**src/rtl/line_rasterizer_if.sv**
```systemverilog
// ---------------------------------------------------------------------------
// line_rasterizer_if
//   Bundles the line request inputs and the pixel output channel of the
//   Bresenham line rasterizer.
//
//   Handshake semantics (single place they are written down):
//     * Request side: start is a one-cycle request. It is accepted only while
//       busy=0 and is dropped (never queued) while busy=1. x_start/y_start/
//       x_end/y_end/color_in are sampled in the same cycle as an accepted start.
//     * Pixel side: write is the valid. hold is the inverse of ready: a pixel
//       (x,y,color) transfers on every cycle with write=1, and write is never
//       asserted while hold=1. A held pixel stays on x/y until it transfers.
//     * done pulses for one cycle after the last pixel has transferred.
//
//   Signals
//     start, x_start[7:0], y_start[6:0], x_end[7:0], y_end[6:0],
//     color_in[CW-1:0], hold                     : master -> slave
//     x[7:0], y[6:0], color[CW-1:0], write,
//     busy, done                                 : slave -> master
//
//   Modports
//     master : the requester / pixel consumer side
//     slave  : the rasterizer side
// ---------------------------------------------------------------------------
interface line_rasterizer_if #(
  parameter int COLOR_CHANNEL_DEPTH = 2
);
  localparam int CW = 3 * COLOR_CHANNEL_DEPTH;

  // request
  logic          start;
  logic [7:0]    x_start;
  logic [6:0]    y_start;
  logic [7:0]    x_end;
  logic [6:0]    y_end;
  logic [CW-1:0] color_in;

  // pixel channel
  logic          hold;
  logic [7:0]    x;
  logic [6:0]    y;
  logic [CW-1:0] color;
  logic          write;

  // status
  logic          busy;
  logic          done;

  modport master (
    output start, x_start, y_start, x_end, y_end, color_in, hold,
    input  x, y, color, write, busy, done
  );

  modport slave (
    input  start, x_start, y_start, x_end, y_end, color_in, hold,
    output x, y, color, write, busy, done
  );
endinterface

```
**src/rtl/line_rasterizer.sv**
```systemverilog
// ---------------------------------------------------------------------------
// line_rasterizer
//   Bresenham line generator. Accepts two endpoints and a colour and emits
//   one pixel per clock towards one input channel of the point mux that
//   feeds the VGA adapter. hold pauses emission while the other mux channel
//   owns the framebuffer.
//
//   Parameters
//     COLOR_CHANNEL_DEPTH : bits per RGB channel, colour width CW = 3*depth
//
//   Ports
//     clock      : system clock, all state on the rising edge
//     reset      : synchronous, active-high; aborts any line in progress
//     bus        : line_rasterizer_if.slave (request, pixel channel, status)
//     dbg_state  : current FSM state (0 IDLE, 1 SETUP, 2 DRAW, 3 DONE)
//
//   Build option
//     LINE_RASTERIZER_CLIP_EN : when defined, write is additionally gated by
//       (x < 160 && y < 120). Off-screen pixels still consume one DRAW cycle
//       each, so the done pulse lands on the same cycle either way.
//
//   Timing
//     start accepted in cycle N -> SETUP in N+1 -> first pixel in N+2.
//     Pixel count = max(|dx|,|dy|)+1; the final pixel is exactly (x_end,y_end).
// ---------------------------------------------------------------------------
module line_rasterizer #(
  parameter int COLOR_CHANNEL_DEPTH = 2
) (
  input  logic               clock,
  input  logic               reset,
  line_rasterizer_if.slave   bus,
  output logic [1:0]         dbg_state
);

  localparam int CW = 3 * COLOR_CHANNEL_DEPTH;

  typedef enum logic [1:0] {
    S_IDLE  = 2'd0,
    S_SETUP = 2'd1,
    S_DRAW  = 2'd2,
    S_DONE  = 2'd3
  } state_t;

  state_t state_q;
  state_t state_d;

  // -------------------------------------------------------------------------
  // Datapath registers
  // -------------------------------------------------------------------------
  logic [7:0]        x_q;
  logic [6:0]        y_q;
  logic [CW-1:0]     color_q;
  logic [7:0]        x_end_q;
  logic [6:0]        y_end_q;
  logic signed [8:0] dx_q;      // |x_end - x_start|, always >= 0
  logic signed [7:0] dy_q;      // -|y_end - y_start|, always <= 0
  logic              sx_neg_q;  // x steps by -1 instead of +1
  logic              sy_neg_q;  // y steps by -1 instead of +1
  logic signed [9:0] err_q;

  // -------------------------------------------------------------------------
  // SETUP arithmetic. x_q/y_q still hold the start point in SETUP, so the
  // deltas are formed against them rather than against separate copies.
  // -------------------------------------------------------------------------
  logic signed [8:0] dx_diff;
  logic signed [8:0] dx_abs;
  logic signed [7:0] dy_diff;
  logic signed [7:0] dy_neg;
  logic signed [9:0] err_init;

  always_comb begin
    dx_diff  = $signed({1'b0, x_end_q}) - $signed({1'b0, x_q});
    dx_abs   = dx_diff[8] ? -dx_diff : dx_diff;
    dy_diff  = $signed({1'b0, y_end_q}) - $signed({1'b0, y_q});
    dy_neg   = dy_diff[7] ? dy_diff : -dy_diff;
    err_init = $signed({dx_abs[8], dx_abs}) + $signed({{2{dy_neg[7]}}, dy_neg});
  end

  // -------------------------------------------------------------------------
  // DRAW step. Both axis decisions look at the pre-update error; when both
  // fire in one cycle the line takes a diagonal step and both deltas are
  // folded into the error together.
  // -------------------------------------------------------------------------
  logic signed [10:0] e2;
  logic signed [10:0] dx_ext11;
  logic signed [10:0] dy_ext11;
  logic signed [9:0]  dx_ext10;
  logic signed [9:0]  dy_ext10;
  logic               step_x;
  logic               step_y;
  logic signed [9:0]  err_next;
  logic [7:0]         x_next;
  logic [6:0]         y_next;
  logic               at_end;

  always_comb begin
    e2       = $signed({err_q, 1'b0});
    dx_ext11 = $signed({{2{dx_q[8]}}, dx_q});
    dy_ext11 = $signed({{3{dy_q[7]}}, dy_q});
    dx_ext10 = $signed({dx_q[8], dx_q});
    dy_ext10 = $signed({{2{dy_q[7]}}, dy_q});
    step_x   = (e2 >= dy_ext11);
    step_y   = (e2 <= dx_ext11);
    err_next = err_q
             + (step_x ? dy_ext10 : 10'sd0)
             + (step_y ? dx_ext10 : 10'sd0);
    x_next   = step_x ? (sx_neg_q ? x_q - 8'd1 : x_q + 8'd1) : x_q;
    y_next   = step_y ? (sy_neg_q ? y_q - 7'd1 : y_q + 7'd1) : y_q;
    at_end   = (x_q == x_end_q) && (y_q == y_end_q);
  end

  // -------------------------------------------------------------------------
  // Visibility of the current pixel on the 160x120 framebuffer.
  // -------------------------------------------------------------------------
  logic on_screen;

`ifdef LINE_RASTERIZER_CLIP_EN
  assign on_screen = (x_q < 8'd160) && (y_q < 7'd120);
`else
  assign on_screen = 1'b1;
`endif

  // -------------------------------------------------------------------------
  // FSM: state register
  // -------------------------------------------------------------------------
  always_ff @(posedge clock) begin
    if (reset) begin
      state_q <= S_IDLE;
    end else begin
      state_q <= state_d;
    end
  end

  // -------------------------------------------------------------------------
  // FSM: next state and status outputs
  // -------------------------------------------------------------------------
  logic write_c;
  logic busy_c;
  logic done_c;

  always_comb begin
    state_d = state_q;
    write_c = 1'b0;
    busy_c  = 1'b1;
    done_c  = 1'b0;
    case (state_q)
      S_IDLE: begin
        busy_c = 1'b0;
        if (bus.start) begin
          state_d = S_SETUP;
        end
      end
      S_SETUP: begin
        state_d = S_DRAW;
      end
      S_DRAW: begin
        write_c = ~bus.hold & on_screen;
        // The end test is made on the pixel being emitted, so the endpoint
        // itself is always written before leaving DRAW.
        if (!bus.hold && at_end) begin
          state_d = S_DONE;
        end
      end
      S_DONE: begin
        done_c  = 1'b1;
        state_d = S_IDLE;
      end
      default: begin
        state_d = S_IDLE;
      end
    endcase
  end

  // -------------------------------------------------------------------------
  // Datapath update
  // -------------------------------------------------------------------------
  always_ff @(posedge clock) begin
    if (reset) begin
      x_q      <= 8'd0;
      y_q      <= 7'd0;
      color_q  <= '0;
      x_end_q  <= 8'd0;
      y_end_q  <= 7'd0;
      dx_q     <= 9'sd0;
      dy_q     <= 8'sd0;
      sx_neg_q <= 1'b0;
      sy_neg_q <= 1'b0;
      err_q    <= 10'sd0;
    end else begin
      case (state_q)
        S_IDLE: begin
          if (bus.start) begin
            x_q     <= bus.x_start;
            y_q     <= bus.y_start;
            x_end_q <= bus.x_end;
            y_end_q <= bus.y_end;
            color_q <= bus.color_in;
          end
        end
        S_SETUP: begin
          dx_q     <= dx_abs;
          dy_q     <= dy_neg;
          sx_neg_q <= (x_end_q < x_q);
          sy_neg_q <= (y_end_q < y_q);
          err_q    <= err_init;
        end
        S_DRAW: begin
          // Held cycles freeze position and error so no pixel is lost or
          // repeated; the endpoint cycle leaves x/y on the last pixel.
          if (!bus.hold && !at_end) begin
            x_q   <= x_next;
            y_q   <= y_next;
            err_q <= err_next;
          end
        end
        default: begin
        end
      endcase
    end
  end

  // -------------------------------------------------------------------------
  // Outputs
  // -------------------------------------------------------------------------
  assign bus.x     = x_q;
  assign bus.y     = y_q;
  assign bus.color = color_q;
  assign bus.write = write_c;
  assign bus.busy  = busy_c;
  assign bus.done  = done_c;
  assign dbg_state = state_q;

endmodule

```
**src/flat_wrapper.sv**
```systemverilog
// flat-port wrapper written by rule: the top's interface ports become plain ports
module line_rasterizer_flat 
#(
  parameter int COLOR_CHANNEL_DEPTH = 2
)
  (clock, reset, dbg_state, bus_start, bus_x_start, bus_y_start, bus_x_end, bus_y_end, bus_color_in, bus_hold, bus_x, bus_y, bus_color, bus_write, bus_busy, bus_done);
  line_rasterizer_if #(.COLOR_CHANNEL_DEPTH(COLOR_CHANNEL_DEPTH)) bus_i ();
  input  logic clock;
  input  logic reset;
  output logic [1:0] dbg_state;
  input wire logic [$bits(bus_i.start)-1:0] bus_start;
  input wire logic [$bits(bus_i.x_start)-1:0] bus_x_start;
  input wire logic [$bits(bus_i.y_start)-1:0] bus_y_start;
  input wire logic [$bits(bus_i.x_end)-1:0] bus_x_end;
  input wire logic [$bits(bus_i.y_end)-1:0] bus_y_end;
  input wire logic [$bits(bus_i.color_in)-1:0] bus_color_in;
  input wire logic [$bits(bus_i.hold)-1:0] bus_hold;
  output wire logic [$bits(bus_i.x)-1:0] bus_x;
  output wire logic [$bits(bus_i.y)-1:0] bus_y;
  output wire logic [$bits(bus_i.color)-1:0] bus_color;
  output wire logic [$bits(bus_i.write)-1:0] bus_write;
  output wire logic [$bits(bus_i.busy)-1:0] bus_busy;
  output wire logic [$bits(bus_i.done)-1:0] bus_done;
  assign bus_i.start = bus_start;
  assign bus_i.x_start = bus_x_start;
  assign bus_i.y_start = bus_y_start;
  assign bus_i.x_end = bus_x_end;
  assign bus_i.y_end = bus_y_end;
  assign bus_i.color_in = bus_color_in;
  assign bus_i.hold = bus_hold;
  assign bus_x = bus_i.x;
  assign bus_y = bus_i.y;
  assign bus_color = bus_i.color;
  assign bus_write = bus_i.write;
  assign bus_busy = bus_i.busy;
  assign bus_done = bus_i.done;
  line_rasterizer #(.COLOR_CHANNEL_DEPTH(COLOR_CHANNEL_DEPTH)) u_core (.clock(clock), .reset(reset), .bus(bus_i), .dbg_state(dbg_state));
endmodule
```
**config.mk**
```make
export PLATFORM = sky130hd
export DESIGN_NAME = line_rasterizer_flat
export DESIGN_NICKNAME = d
export VERILOG_FILES = /design/src/rtl/line_rasterizer_if.sv /design/src/rtl/line_rasterizer.sv /design/src/flat_wrapper.sv
export SDC_FILE = /design/constraint.sdc
export NUM_CORES = 1
export LEC_CHECK = 0
export BUFFER_PORTS_ARGS = -buffer_cell sky130_fd_sc_hd__clkbuf_2
export CAP_MARGIN = 20
export CORE_MARGIN = 5
export CORE_UTILIZATION = 55
export CTS_CLUSTER_DIAMETER = 30
export DETAILED_ROUTE_END_ITERATION = 10
export GPL_TIMING_DRIVEN = 1
export HOLD_SLACK_MARGIN = 0.1
export PLACE_DENSITY = 0.76
export SLEW_MARGIN = 25
export SYNTH_ARGS = -nofsm -noshare
export SYNTH_HDL_FRONTEND = slang
export SYNTH_SLANG_ARGS = --single-unit
```
**constraint.sdc**
```tcl
create_clock -name clock -period 4.4 [get_ports clock]
set_input_delay 0.22 -clock clock [delete_from_list [all_inputs] [get_ports clock]]
set_output_delay 0.22 -clock clock [all_outputs]
set_load 0.1 [all_outputs]
```
==> impl_metrics.tcl <==
set metrics [dict create \
    cts_tree "done" \
    vias 5476 \
    cp-end-kind "flip-flop" \
    slowest_delay_ns 0.51 \
    max_freq_mhz 241.6 \
    cts_htree_levels 3 \
    synthToLayoutAreaGrowth_pct 15.26 \
    antenna_cells 0 \
    overflow 0 \
    synth_nets 855 \
    drive_gt1_share_pct 14.99 \
    clock_tree.root_cell "clkbuf_8" \
    nNetsFinal 934 \
    grt_pass1_vias 5363 \
    synth-edff-count 0 \
    postSynth.asyncResetShare_pct 0 \
    grt_pass1_wl_um 26400 \
    num_rows 37 \
    place.port_buffers 65 \
    ys_types 70 \
    setup_viol 0 \
    post-route-period-util_pct 94.07 \
    r2r_start "u_core.dx_q[8]" \
    clk_latency_ns 0.35 \
    dp_hpwl_um 12120 \
    cts.sinks 67 \
    seq_area_frac_synth_pct 22.85 \
    dieWidth_um 113.3 \
    vias_per_cell 5.764 \
    hp-start "bus_y_start[2]" \
    ioPinCount 66 \
    ys_seq_elements 67 \
    crit_family "adder cells" \
    grt_antenna_before_repair 0 \
    wl_um 16060 \
    core_area_sq_um 10370 \
    start_kind "flip-flop" \
    critPathSlowestCell "fa_1" \
    max_slew_margin_pct 50.61 \
    finalHoldViolations 0 \
    critical_path_arrival_ns 4.40 \
    cp_max_fo 8 \
    cts_buffer_depth 2 \
    numCtsBuffers 9 \
    max-cap-violations 0 \
    startpoint "u_core.dx_q[8]" \
    clock_skew_ns 0.01762 \
    die_y_um 113.3 \
    slew_violations 0 \
    postCtsSetupRepairBufs 0 \
    start_util_pct 56.61 \
    ant_nets 0 \
    crit_type "reg2reg" \
    hold_class "in2reg" \
    critical_path_buf_inv_count 3 \
    fin_crit_ns 4.139 \
    tightestPinTransition_ns 0.7408 \
    ys.flop_type "dfxtp_1" \
    grt_max_degree 61 \
    drt_iter0_markers 347 \
    first_pass_iters 5 \
    grt_setup_unrepaired "no" \
    postSynthCellCount 730 \
    drc 0 \
    status "finished, final reports clean" \
    fill_cells 859 \
    wire_per_inst_um 16.90 \
    path_cells "inv_1 -> ha_1 -> nand2_1 -> nor4_2 -> o21ai_1 -> and2_1 -> a21oi_2 -> buf_4 -> nand2_1 -> fa_1 -> inv_1 -> ha_1 -> nor2b_1 -> o21ai_1 -> a21oi_1 -> nor2_2 -> xnor2_1 -> a21oi_1 -> a211oi_1" \
    syn_area_sq_um 5871 \
    setup_tns_ns 0 \
    yosysWarnings 0 \
    gp_congestion 0.9030 \
    clk_pin_slew_worst_paths_ns 0.09 \
    synth.avg_cell_area_sq_um 8.042 \
    grt_usage_pct 25.23 \
    critical_path_required_ns 4.66 \
    die-area_sq_um 12840 \
]
cells by family after synthesis:
group                    after synthesis  share of synthesized area, %
adder cells (fa/ha/maj)               85                         20.03
XOR/XNOR                              40                         6.095
flip-flops                            67                         22.85
AO/OA/AOI/OAI                        190                         22.72
multiplexers                          16                         2.749
AND/OR/NAND/NOR                      230                         18.37
buffers and inverters                102                         7.182
synthesized netlist by cell type, types with 5 or more instances:
cell / instances / area (sq um)
nand2b_1: 5 / 31.28
nand4_1: 7 / 43.79
ha_1: 70 / 875.8
a21o_1: 11 / 82.58
inv_1: 75 / 281.5
clkbuf_1: 18 / 67.56
dfxtp_1: 67 / 1341
and2_1: 9 / 56.30
o21ai_0: 23 / 115.1
xor2_1: 16 / 140.1
a31oi_1: 5 / 31.28
nand3_1: 11 / 55.05
o21ai_1: 9 / 45.04
a211oi_2: 6 / 75.07
xnor2_1: 23 / 201.4
o21a_1: 7 / 52.55
a211oi_1: 26 / 195.2
o211a_1: 6 / 60.06
a21oi_1: 59 / 295.3
nor2_1: 60 / 225.2
nor2b_1: 13 / 81.33
nor3_1: 10 / 50.05
nand2_1: 91 / 341.6
fa_1: 15 / 300.3
mux2i_1: 15 / 150.1
final timing paths:
path | endpoint | slack, ns | depth (start not counted)
worst max-delay path | u_core.err_q[7] | 0.26 | 19
worst min-delay path | u_core.bus.y[2] | 0.22 | 3
worst max register to register | u_core.err_q[7] | 0.26 | 19
worst min register to register | u_core.x_end_q[0] | 0.46 | 2
state kept, by name, summed over array words and instances (netlist names):
register	count
u_core.bus.y	7
u_core.y_end_q	7
u_core.bus.x	8
u_core.sy_neg_q	1
u_core.dy_q	8
u_core.x_end_q	8
u_core.dx_q	9
u_core.dbg_state	2
u_core.sx_neg_q	1
u_core.err_q	10
u_core.bus.color	6
cells in the final DEF (no fill, tap or decap), types with 4 or more instances in the layout:
cell type / synthesis / final
a211oi_1: 26 / 24
a211oi_2: 6 / 8
a21o_1: 11 / 11
a21oi_1: 59 / 57
a31oi_1: 5 / 5
and2_1: 9 / 9
and3_1: 4 / 4
buf_4: 0 / 9
clkbuf_2: 0 / 65
clkbuf_8: 1 / 11
dfxtp_1: 67 / 67
dlygate4sd3_1: 0 / 21
fa_1: 15 / 15
ha_1: 70 / 70
inv_1: 75 / 75
mux2i_1: 15 / 15
nand2_1: 91 / 91
nand2b_1: 5 / 5
nand3_1: 11 / 11
nand4_1: 7 / 7
nor2_1: 60 / 59
nor2b_1: 13 / 13
nor3_1: 10 / 10
o211a_1: 6 / 6
o21a_1: 7 / 7
o21ai_0: 23 / 21
o21ai_1: 9 / 11
o31ai_1: 4 / 4
or3_1: 4 / 4
xnor2_1: 23 / 22
xor2_1: 16 / 16
worst register-to-register path, delay by kind of cell, from the launching register on:
family	cells	cell delay, ns
AO/OA/AOI/OAI	6	0.99
XOR/XNOR	1	0.16
adder cells (fa/ha/maj)	3	1.17
flip-flops	1	0.36
AND/OR/NAND/NOR	6	1.04
buffers and inverters	3	0.35
final cells by class:
cell class,count,area [sq um],share of cell area [%]
multi-input combinational,561,4135,61.11
sequential,67,1341,19.82
timing repair buffer,95,603.1,8.913
inverter,75,281.5,4.161
tap,136,170.2,2.515
clock buffer,11,151.4,2.237
clock inverter,5,83.83,1.239
repair_timing:
action / in CTS / in global routing
gates resized for setup: 0 / 9
setup endpoints to repair: 0 / 5
hold buffers: 21 / 0
endpoints found under the hold margin: 21 / 0
stage by stage:
step	area, sq um	instances	setup slack [ns]	util [%]	hold WS (ns)
after floorplan	5871	730	0.04218	-	0.3560
after global placement	6294	913	0.3112	60.69	0.4424
after detailed placement	6294	913	0.1202	60.69	0.4488
after CTS	6739	950	0.1151	64.99	0.2064
after global routing	6766	950	0.01548	65.25	0.2191
final	6766	950	0.2608	65.25	0.2157
per-layer routing:
layer  wire length (um)  share of wire (%)  GRT usage [%]  vias up
met4                414                2.6          8.173        0
met3                947                5.9          4.011       34
li1                   -                  -              -     2700
met5                  0                  0              0        -
met1               6958                 43          32.40     2574
met2               7738                 48          43.25      168
Power is left out: the tool's default activity adds up to more than one toggle a clock period on the data nets, which glitch-free logic cannot reach.
